--- src/rtl/wb_arb_pkg.sv ---
// Shared types for the register-file writeback arbiter: grant encoding,
// the writeback request record, and default data/address widths.
package wb_arb_pkg;

    localparam int DEF_DATA_W = 32;
    localparam int DEF_ADDR_W = 5;

    typedef enum logic [1:0] {
        GNT_NONE = 2'd0,
        GNT_PIPE = 2'd1,
        GNT_FPU  = 2'd2
    } grant_e;

    // Default-width writeback request; the arbiter declares its own copy sized by its parameters
    typedef struct packed {
        logic [DEF_ADDR_W-1:0] rd;
        logic [DEF_DATA_W-1:0] data;
        logic                  isFloat;
    } wbRequest_t;

endpackage

--- src/rtl/wb_result_fifo.sv ---
// Small synchronous FIFO holding FPU results until they win the write port.
// The caller guarantees push only when not full and pop only when not empty.
module wb_result_fifo #(
    parameter int DEPTH = 2,
    parameter int WIDTH = 38
) (
    input  logic                       clk,
    input  logic                       rst,
    input  logic                       push,
    input  logic [WIDTH-1:0]           pushData,
    input  logic                       pop,
    output logic [WIDTH-1:0]           headData,
    output logic [$clog2(DEPTH+1)-1:0] count
);

    localparam int PW = (DEPTH > 1) ? $clog2(DEPTH) : 1;
    localparam int CW = $clog2(DEPTH+1);

    logic [WIDTH-1:0] mem [DEPTH];
    logic [PW-1:0]    wrPtr;
    logic [PW-1:0]    rdPtr;

    // Storage carries no reset; only pointers and count define what is valid
    always_ff @(posedge clk) begin
        if (push) begin
            mem[wrPtr] <= pushData;
        end
    end

    // Pointers wrap naturally because DEPTH is a power of two
    always_ff @(posedge clk or posedge rst) begin
        if (rst) begin
            wrPtr <= '0;
            rdPtr <= '0;
            count <= '0;
        end else begin
            if (push) wrPtr <= wrPtr + PW'(1);
            if (pop)  rdPtr <= rdPtr + PW'(1);
            unique case ({push, pop})
                2'b10:   count <= count + CW'(1);
                2'b01:   count <= count - CW'(1);
                default: count <= count;
            endcase
        end
    end

    assign headData = mem[rdPtr];

endmodule

--- src/rtl/writeback_arbiter.sv ---
// Shares the register-file write port between the pipeline writeback stage and
// buffered FPU results; an age counter forces a stall so FPU results cannot starve.
module writeback_arbiter
    import wb_arb_pkg::*;
#(
    parameter int FIFO_DEPTH = 2,
    parameter int MAX_WAIT   = 4,
    parameter int DATA_W     = DEF_DATA_W,
    parameter int ADDR_W     = DEF_ADDR_W
) (
    input  logic                            clk,
    input  logic                            rst,

    input  logic                            pipe_valid,
    input  logic [ADDR_W-1:0]               pipe_rd,
    input  logic [DATA_W-1:0]               pipe_data,
    input  logic                            pipe_is_float,
    output logic                            pipe_stall,

    input  logic                            fpu_valid,
    input  logic [ADDR_W-1:0]               fpu_rd,
    input  logic [DATA_W-1:0]               fpu_data,
    input  logic                            fpu_is_float,
    output logic                            fpu_ready,

    output logic [ADDR_W-1:0]               WA,
    output logic [DATA_W-1:0]               WB,
    output logic                            WE,
    output logic                            WEF,
    output logic [$clog2(FIFO_DEPTH+1)-1:0] fpu_pending
);

    localparam int CW = $clog2(FIFO_DEPTH+1);
    localparam int AW = $clog2(MAX_WAIT+1);
    localparam logic [CW-1:0] DEPTH_C = CW'(FIFO_DEPTH);
    localparam logic [AW-1:0] MAXW_C  = AW'(MAX_WAIT);

    typedef struct packed {
        logic [ADDR_W-1:0] rd;
        logic [DATA_W-1:0] data;
        logic              isFloat;
    } req_t;

    req_t          pipeReq;
    req_t          fpuReq;
    req_t          headReq;
    req_t          selReq;
    grant_e        grant;
    logic [CW-1:0] count;
    logic [AW-1:0] age;
    logic          fifoEmpty;
    logic          forceFpu;
    logic          push;
    logic          pop;

    assign pipeReq = '{rd: pipe_rd, data: pipe_data, isFloat: pipe_is_float};
    assign fpuReq  = '{rd: fpu_rd,  data: fpu_data,  isFloat: fpu_is_float};

    // Ready looks only at the registered count, so a same-cycle pop never frees a slot early
    assign fpu_ready   = !rst && (count < DEPTH_C);
    assign push        = fpu_valid && fpu_ready;
    assign pop         = (grant == GNT_FPU);
    assign fpu_pending = count;

    wb_result_fifo #(
        .DEPTH (FIFO_DEPTH),
        .WIDTH ($bits(req_t))
    ) uFifo (
        .clk      (clk),
        .rst      (rst),
        .push     (push),
        .pushData (fpuReq),
        .pop      (pop),
        .headData (headReq),
        .count    (count)
    );

    assign fifoEmpty  = (count == '0);
    assign forceFpu   = !rst && !fifoEmpty && (age >= MAXW_C);
    assign pipe_stall = forceFpu && pipe_valid;

    // Age counts cycles the head is denied; a pop or an empty FIFO restarts it
    always_ff @(posedge clk or posedge rst) begin
        if (rst) begin
            age <= '0;
        end else if (fifoEmpty || pop) begin
            age <= '0;
        end else if (age < MAXW_C) begin
            age <= age + AW'(1);
        end
    end

    always_comb begin
        grant  = GNT_NONE;
        selReq = '0;
        if (!rst) begin
            if (!fifoEmpty && (!pipe_valid || forceFpu)) begin
                grant = GNT_FPU;
            end else if (pipe_valid) begin
                grant = GNT_PIPE;
            end
        end
        unique case (grant)
            GNT_FPU:  selReq = headReq;
            GNT_PIPE: selReq = pipeReq;
            default:  selReq = '0;
        endcase
    end

    // Integer x0 writes still consume the grant but never assert the enable
    assign WA  = selReq.rd;
    assign WB  = selReq.data;
    assign WEF = (grant != GNT_NONE) && selReq.isFloat;
    assign WE  = (grant != GNT_NONE) && !selReq.isFloat && (selReq.rd != '0);

endmodule

--- config.mk ---
export PLATFORM = sky130hd
export DESIGN_NAME = writeback_arbiter
export DESIGN_NICKNAME = d
export VERILOG_FILES = /design/src/rtl/wb_arb_pkg.sv /design/src/rtl/wb_result_fifo.sv /design/src/rtl/writeback_arbiter.sv
export SDC_FILE = /design/constraint.sdc
export NUM_CORES = 1
export LEC_CHECK = 0
export CELL_PAD_IN_SITES_DETAIL_PLACEMENT = 1
export CELL_PAD_IN_SITES_GLOBAL_PLACEMENT = 1
export CORE_MARGIN = 5
export CORE_UTILIZATION = 39
export CTS_CLUSTER_SIZE = 28
export DETAILED_ROUTE_END_ITERATION = 6
export PLACE_DENSITY = 0.93
export RECOVER_POWER = 100
export SYNTH_ARGS = -nofsm -noshare
export SYNTH_HDL_FRONTEND = slang
export SYNTH_HIERARCHICAL = 1
export SYNTH_SLANG_ARGS = --single-unit
--- constraint.sdc ---
create_clock -name clk -period 7.69 [get_ports clk]
set_input_delay 1.538 -clock clk [delete_from_list [all_inputs] [get_ports clk]]
set_output_delay 1.538 -clock clk [all_outputs]
set_load 0.01 [all_outputs]
==> metrics.csv, run 1 <==
metric;value;unit
status;complete, but fails checks;
failing checks;capacitance limit, slew limit;
initial core utilization;40.1;%
Ports;123;
1st-pass router iterations;5;
syn avg cell area;15.0;sq um
via count;2499;
initial antenna violation count;0;
IO buf count;122;
DP HPWL;6.70;mm
clock buffers created by TritonCTS;9;
Die Wd;108;um
CP Class;input pin to output pin;
CP cell instances;dlygate4sd3_1 -> inv_1 -> and3_1 -> ha_1 -> clkbuf_1 -> a22oi_1 -> a41oi_1 -> o21ba_1 -> clkdlybuf4s50_1;
CP peak stage delay;0.83;ns
Final Hold Fails;0;
Area growth, synth to finish;39.5;%
post-synthesis cell count;248;
Setup TNS Final;0;ns
Setup Fix Bufs, Post-CTS;0;
crit path launch type;input pin;
Site Rows;35;
Slew HR;-121;%
CP arrival;5.18;ns
hold path startpoint;uFifo/wrPtr;
hold crit path type;flip-flop to flip-flop;
Final nets;452;
DR DRC count;0;
total gr overflow;0;
routability cong.;0.746;
crit path launch;rst;
worst-path fanout max;22;
CP max stage cell;clkbuf_1;
Net Count, Synth;333;
post-route non-filler standard cell count;502;
CTS tree;built;
Final WS setup;0.976;ns
CTS sink count;83;
largest net degree at the start of global routing;44;
Setup-failing EPs final;0;
CP Data Required Time;6.15;ns
CP Capture Type;output pin;
Worst VDD drop;0.112;mV
Power Density;267;mW/mm^2
Total GRT Usage;16.5;%
Leak Pwr;0.00189;uW
CTS Buffer Depth;2;
CTS root buf;clkbuf_8;
Routed Antenna Nets;0;
Netlist Area Pre-Place;0.00372;sq mm
PostCTS Resize Cnt;0;
Placed Cells;485;
Max Cap Viol;2;
YS warnings;6;
clock slew at reported path FFs;0.08;ns
CTS Hold Buffers Added;0;
Synth cell types;26;
Final Critical Period;6.71;ns
via/cell ratio;4.98;
die area;0.0116;sq mm
r2r startpoint;uFifo/count[1];
clk_skew;0.00600;ns
H-tree depth;3;
number of global-route vias before repair;2778;
initial drt markers;92;
critical path's top delay family;buffers and inverters;
final period utilization;87.3;%
number of synthesized register bits;83;
final slew viol count;78;
Post-Place Setup Slack;1.65;ns
worst-margin pin slew;3.31;ns
RSZ-0062 raised after global routing;false;
DRT Wirelength;9.24;mm
total core area;0.00928;sq mm
Filler Cell Count;932;
sequential cell area fraction in the yosys report;66.0;%
FMAX;149;MHz
WL per Instance;18.4;um
worst path bufs/invs;4;
first-pass GRT wire length;14.4;mm
share of layout cells above drive strength 1;14.5;%
latest clock arrival within the worst-skew pair;0.34;ns
Chip Height;108;um
-- cell usage in the layout (no fill, tap or decap), drive strengths merged, types with 5 or more instances in the layout --
cell	count
nor2	42
dlygate4sd3	79
edfxtp	76
dfrtp	7
ha	5
inv	5
a22oi	38
mux2	38
clkbuf	12
clkdlybuf4s50	43
-- worst reg2reg max path, cell delays in order (launching register included) --
cell,delay [ns]
dfrtp_1,0.45
nor2_1,0.16
and2_0,0.21
inv_1,0.08
nor2_1,2.41
-- power by group --
group          switching [uW]  internal, uW  leakage (uW)
registers                72.9           562      0.000776
logic                     208           242       0.00103
clock network             153           150     0.0000901
total                     433           955       0.00189
-- cells by family (layout without fill, tap and decap cells) --
kind of cell               after synthesis  count (layout)  synth area share, %
muxes                                   39              39                 12.8
other                                    0               1                    0
adders and majority gates                5               5                 1.68
buffers and inverters                   21             145                 3.77
DFF                                     83              83                 66.0
and+or+nand+nor                         52              52                 5.82
xor gates and xnor gates                 6               6                 1.41
AOI/OAI and AO/OA                       42              42                 8.51
-- registers in the layout, indices dropped and copies added (netlist names) --
register	cells
age	3
uFifo/rdPtr	1
uFifo/mem	76
uFifo/wrPtr	1
uFifo/count	2
-- synth_stat cells (all sizes together) --
master,instances,area (sq um)
xnor2,2,17.5
dfrtp,7,175
mux2,38,465
clkbuf,2,7.51
buf,14,114
a41oi,1,8.76
mux2i,1,10.0
nor3,4,20.0
a22oi,38,285
nor2,42,158
o21bai,1,7.51
nor2b,1,6.26
inv,5,18.8
o21ai,1,5.00
and2,2,12.5
xor2,4,35.0
ha,5,62.6
or3,1,6.26
nor3b,1,7.51
and3,1,6.26
edfxtp,76,2280
o21ba,1,10.0
-- layout make-up --
type | count | area (sq um) | share of cell area (%)
inverter | 5 | 18.8 | 0.362
sequential | 83 | 2460 | 47.4
timing repair buffer | 124 | 1230 | 23.7
antenna | 1 | 2.50 | 0.0482
multi-input combinational | 144 | 1130 | 21.7
clock inverter | 6 | 66.3 | 1.28
tap | 129 | 161 | 3.11
clock buffer | 10 | 128 | 2.46
-- metrics by stage --
stage	power, uW	instance area (sq um)	utilization, %	hold slack [ns]
6_report	1390	5190	55.9	0.507
5_1_grt	1470	5190	55.9	0.531
4_1_cts	1430	5200	56.1	0.560
3_5_place_dp	1120	5010	54.0	0.544
3_3_place_gp	1090	5010	54.0	0.522
2_1_floorplan	941	3720	-	0.456
-- final timing paths --
check | to | slack, ns | cells past startpoint
setup reg to reg | uFifo/mem[0][15] | 3.91 | 4
hold / removal | uFifo/wrPtr | 0.51 | 1
setup / recovery | WE | 0.98 | 9
min in group asynchronous | age[1] | 1.61 | 2
max in group asynchronous | uFifo/rdPtr | 5.89 | 2
hold reg to reg | uFifo/wrPtr | 0.51 | 1
-- metal layers --
layer,vias to the layer above,wire (um),global-route usage [%]
met3,15,624,5.70
met2,104,4790,29.1
li1,1177,-,-
met4,0,127,4.78
met1,1203,3700,18.8
met5,-,0,0
No activity file was read; power rests on OpenSTA's default activity.
==> run 2: changes to the inputs <==
- HOLD_SLACK_MARGIN: default -> 0.06
- SLEW_MARGIN: default -> 20
==> metrics.csv, run 2 (synthesis results as in run 1) <==
metric;value;unit;change
clock buffers created by TritonCTS;9;;unchanged
first-pass GRT wire length;14.4;mm;unchanged
worst-path fanout max;22;;unchanged
failing checks;capacitance limit, slew limit;;
routability cong.;0.746;;unchanged
crit path launch type;input pin;;
clk_skew;0.00574;ns;-0.000259 ns
Final nets;453;;+0.22%
footprint of the multi-input gates;0.00113;sq mm;unchanged
met2 wire length;4.87;mm;+1.8%
share of layout cells above drive strength 1;14.5;%;-0.039 points
CP Class;input pin to output pin;;
Top reg by flops;uFifo/mem;;
Final Core Density;55.9;%;about the same
IO buf count;122;;unchanged
CP Data Required Time;6.15;ns;about the same
Routed Antenna Nets;0;;unchanged
DR DRC count;0;;unchanged
post-route non-filler standard cell count;503;;+0.20%
Leak Pwr;0.00189;uW;about the same
latest clock arrival within the worst-skew pair;0.34;ns;about the same
commonest cells after routing, fill and taps aside;79 x dlygate4sd3_1, 76 x edfxtp_1, 43 x clkdlybuf4s50_1;;
CP Capture Type;output pin;;
Power Density;267;mW/mm^2;about the same
total core area;0.00928;sq mm;unchanged
Setup-failing EPs final;0;;unchanged
clock slew at reported path FFs;0.08;ns;about the same
Chip Height;108;um;unchanged
Filler Cell Count;932;;unchanged
Ports;123;;unchanged
CTS root buf;clkbuf_8;;
Die Wd;108;um;unchanged
Slew HR;-77.2;%;+44 points
highest routed layer;met4;;
Max Cap Viol;2;;unchanged
DRT Wirelength;9.30;mm;+0.64%
final slew viol count;59;;-24%
largest net degree at the start of global routing;44;;unchanged
CTS sink count;83;;unchanged
initial core utilization;40.1;%;unchanged
FMAX;149;MHz;+0.16%
initial antenna violation count;0;;unchanged
worst-margin pin slew;2.66;ns;-0.652 ns
1st-pass router iterations;4;;-1
Worst VDD drop;0.112;mV;-0.51%
via count;2498;;-0.040%
final period utilization;87.2;%;-0.14 points
CTS Hold Buffers Added;0;;unchanged
max FFs per register;76;;unchanged
Largest regs;uFifo/mem (76), age (3), uFifo/count (2);;
PostCTS Resize Cnt;0;;unchanged
Setup Fix Bufs, Post-CTS;0;;unchanged
initial drt markers;79;;-14%
status;complete, but fails checks;;
DR WL met3;600;um;-3.8%
CP arrival;5.17;ns;about the same
commonest non-fill, non-tap cell in the layout;dlygate4sd3_1;;
total gr overflow;0;;unchanged
met1 WL;3.68;mm;-0.46%
die area;0.0116;sq mm;unchanged
via/cell ratio;4.97;;-0.24%
Site Rows;35;;unchanged
hold crit path type;flip-flop to flip-flop;;
WL per Instance;18.5;um;+0.44%
number of global-route vias before repair;2778;;unchanged
CTS Buffer Depth;2;;unchanged
Total GRT Usage;16.5;%;unchanged
Area growth, synth to finish;39.6;%;about the same
H-tree depth;3;;unchanged
Setup TNS Final;0;ns;unchanged
DP HPWL;6.70;mm;unchanged
Placed Cells;485;;unchanged
RSZ-0062 raised after global routing;false;;
CTS tree;built;;
Final Hold Fails;0;;unchanged
Final Critical Period;6.70;ns;-0.0109 ns
FF+latch area;0.00246;sq mm;unchanged
-- run 2: changes by cell type in the layout (fill, tap and decap cells not counted), sizes merged --
| cell | before | now |
|---|---|---|
| clkbuf | 12 | 13 |
-- run 2: path summary, 6_finish.rpt --
| kind | cells past startpoint | from | slack [ns] | endpoint |
|---|---|---|---|---|
| max | 9 | rst | 0.99 | WE |
| min | 1 | uFifo/wrPtr | 0.51 | uFifo/wrPtr |
| max reg2reg | 5 | uFifo/count[1] | 4.21 | uFifo/mem[0][15] |
| min reg2reg | 1 | uFifo/wrPtr | 0.51 | uFifo/wrPtr |
| max in group asynchronous | 2 | rst | 5.90 | uFifo/rdPtr |
| min in group asynchronous | 2 | rst | 1.61 | age[1] |
-- run 2: area by class of cell --
class / instances / share of cell area (%)
flip-flops and latches: 83 / 47.3
clock buffers: 10 / 2.46
inverters: 5 / 0.361
multi-input cells: 144 / 21.7
clock inverters: 6 / 1.28
repair buffers: 125 / 23.7
well taps: 129 / 3.11
diodes: 1 / 0.0482
-- run 2: layer usage --
metal  track usage, %  vias up
li1                 -     1181
met1             18.8     1210
met2             29.1       92
met3             5.70       15
met4             4.78        0
met5                0        -
-- run 2: report_power, final --
part	internal, uW	switching [uW]
Sequential	561	73.2
Combinational	243	208
Clock	150	152
-- run 2: critical path, stage by stage --
cell and delay, ns:
dlygate4sd3_1 0.60, inv_1 0.16, and3_1 0.21, ha_1 0.56, clkbuf_1 0.83, a22oi_1 0.28
a41oi_1 0.30, o21ba_1 0.14, clkdlybuf4s50_1 0.53
-- run 2: metrics by stage --
stage,power [uW],hold slack [ns],cell area [sq um],setup slack [ns]
floorplan,941,0.456,3720,3.20
global placement,1090,0.522,5010,1.81
CTS,1430,0.560,5200,1.63
detailed placement,1120,0.544,5010,1.65
finish,1390,0.507,5190,0.987
global route,1470,0.531,5190,0.741
==> run 3: changes to the inputs <==
- CTS_CLUSTER_SIZE: 28 -> 10
==> results of run 3 <==
Final layout, timing and power as in run 2 (identical DEF).
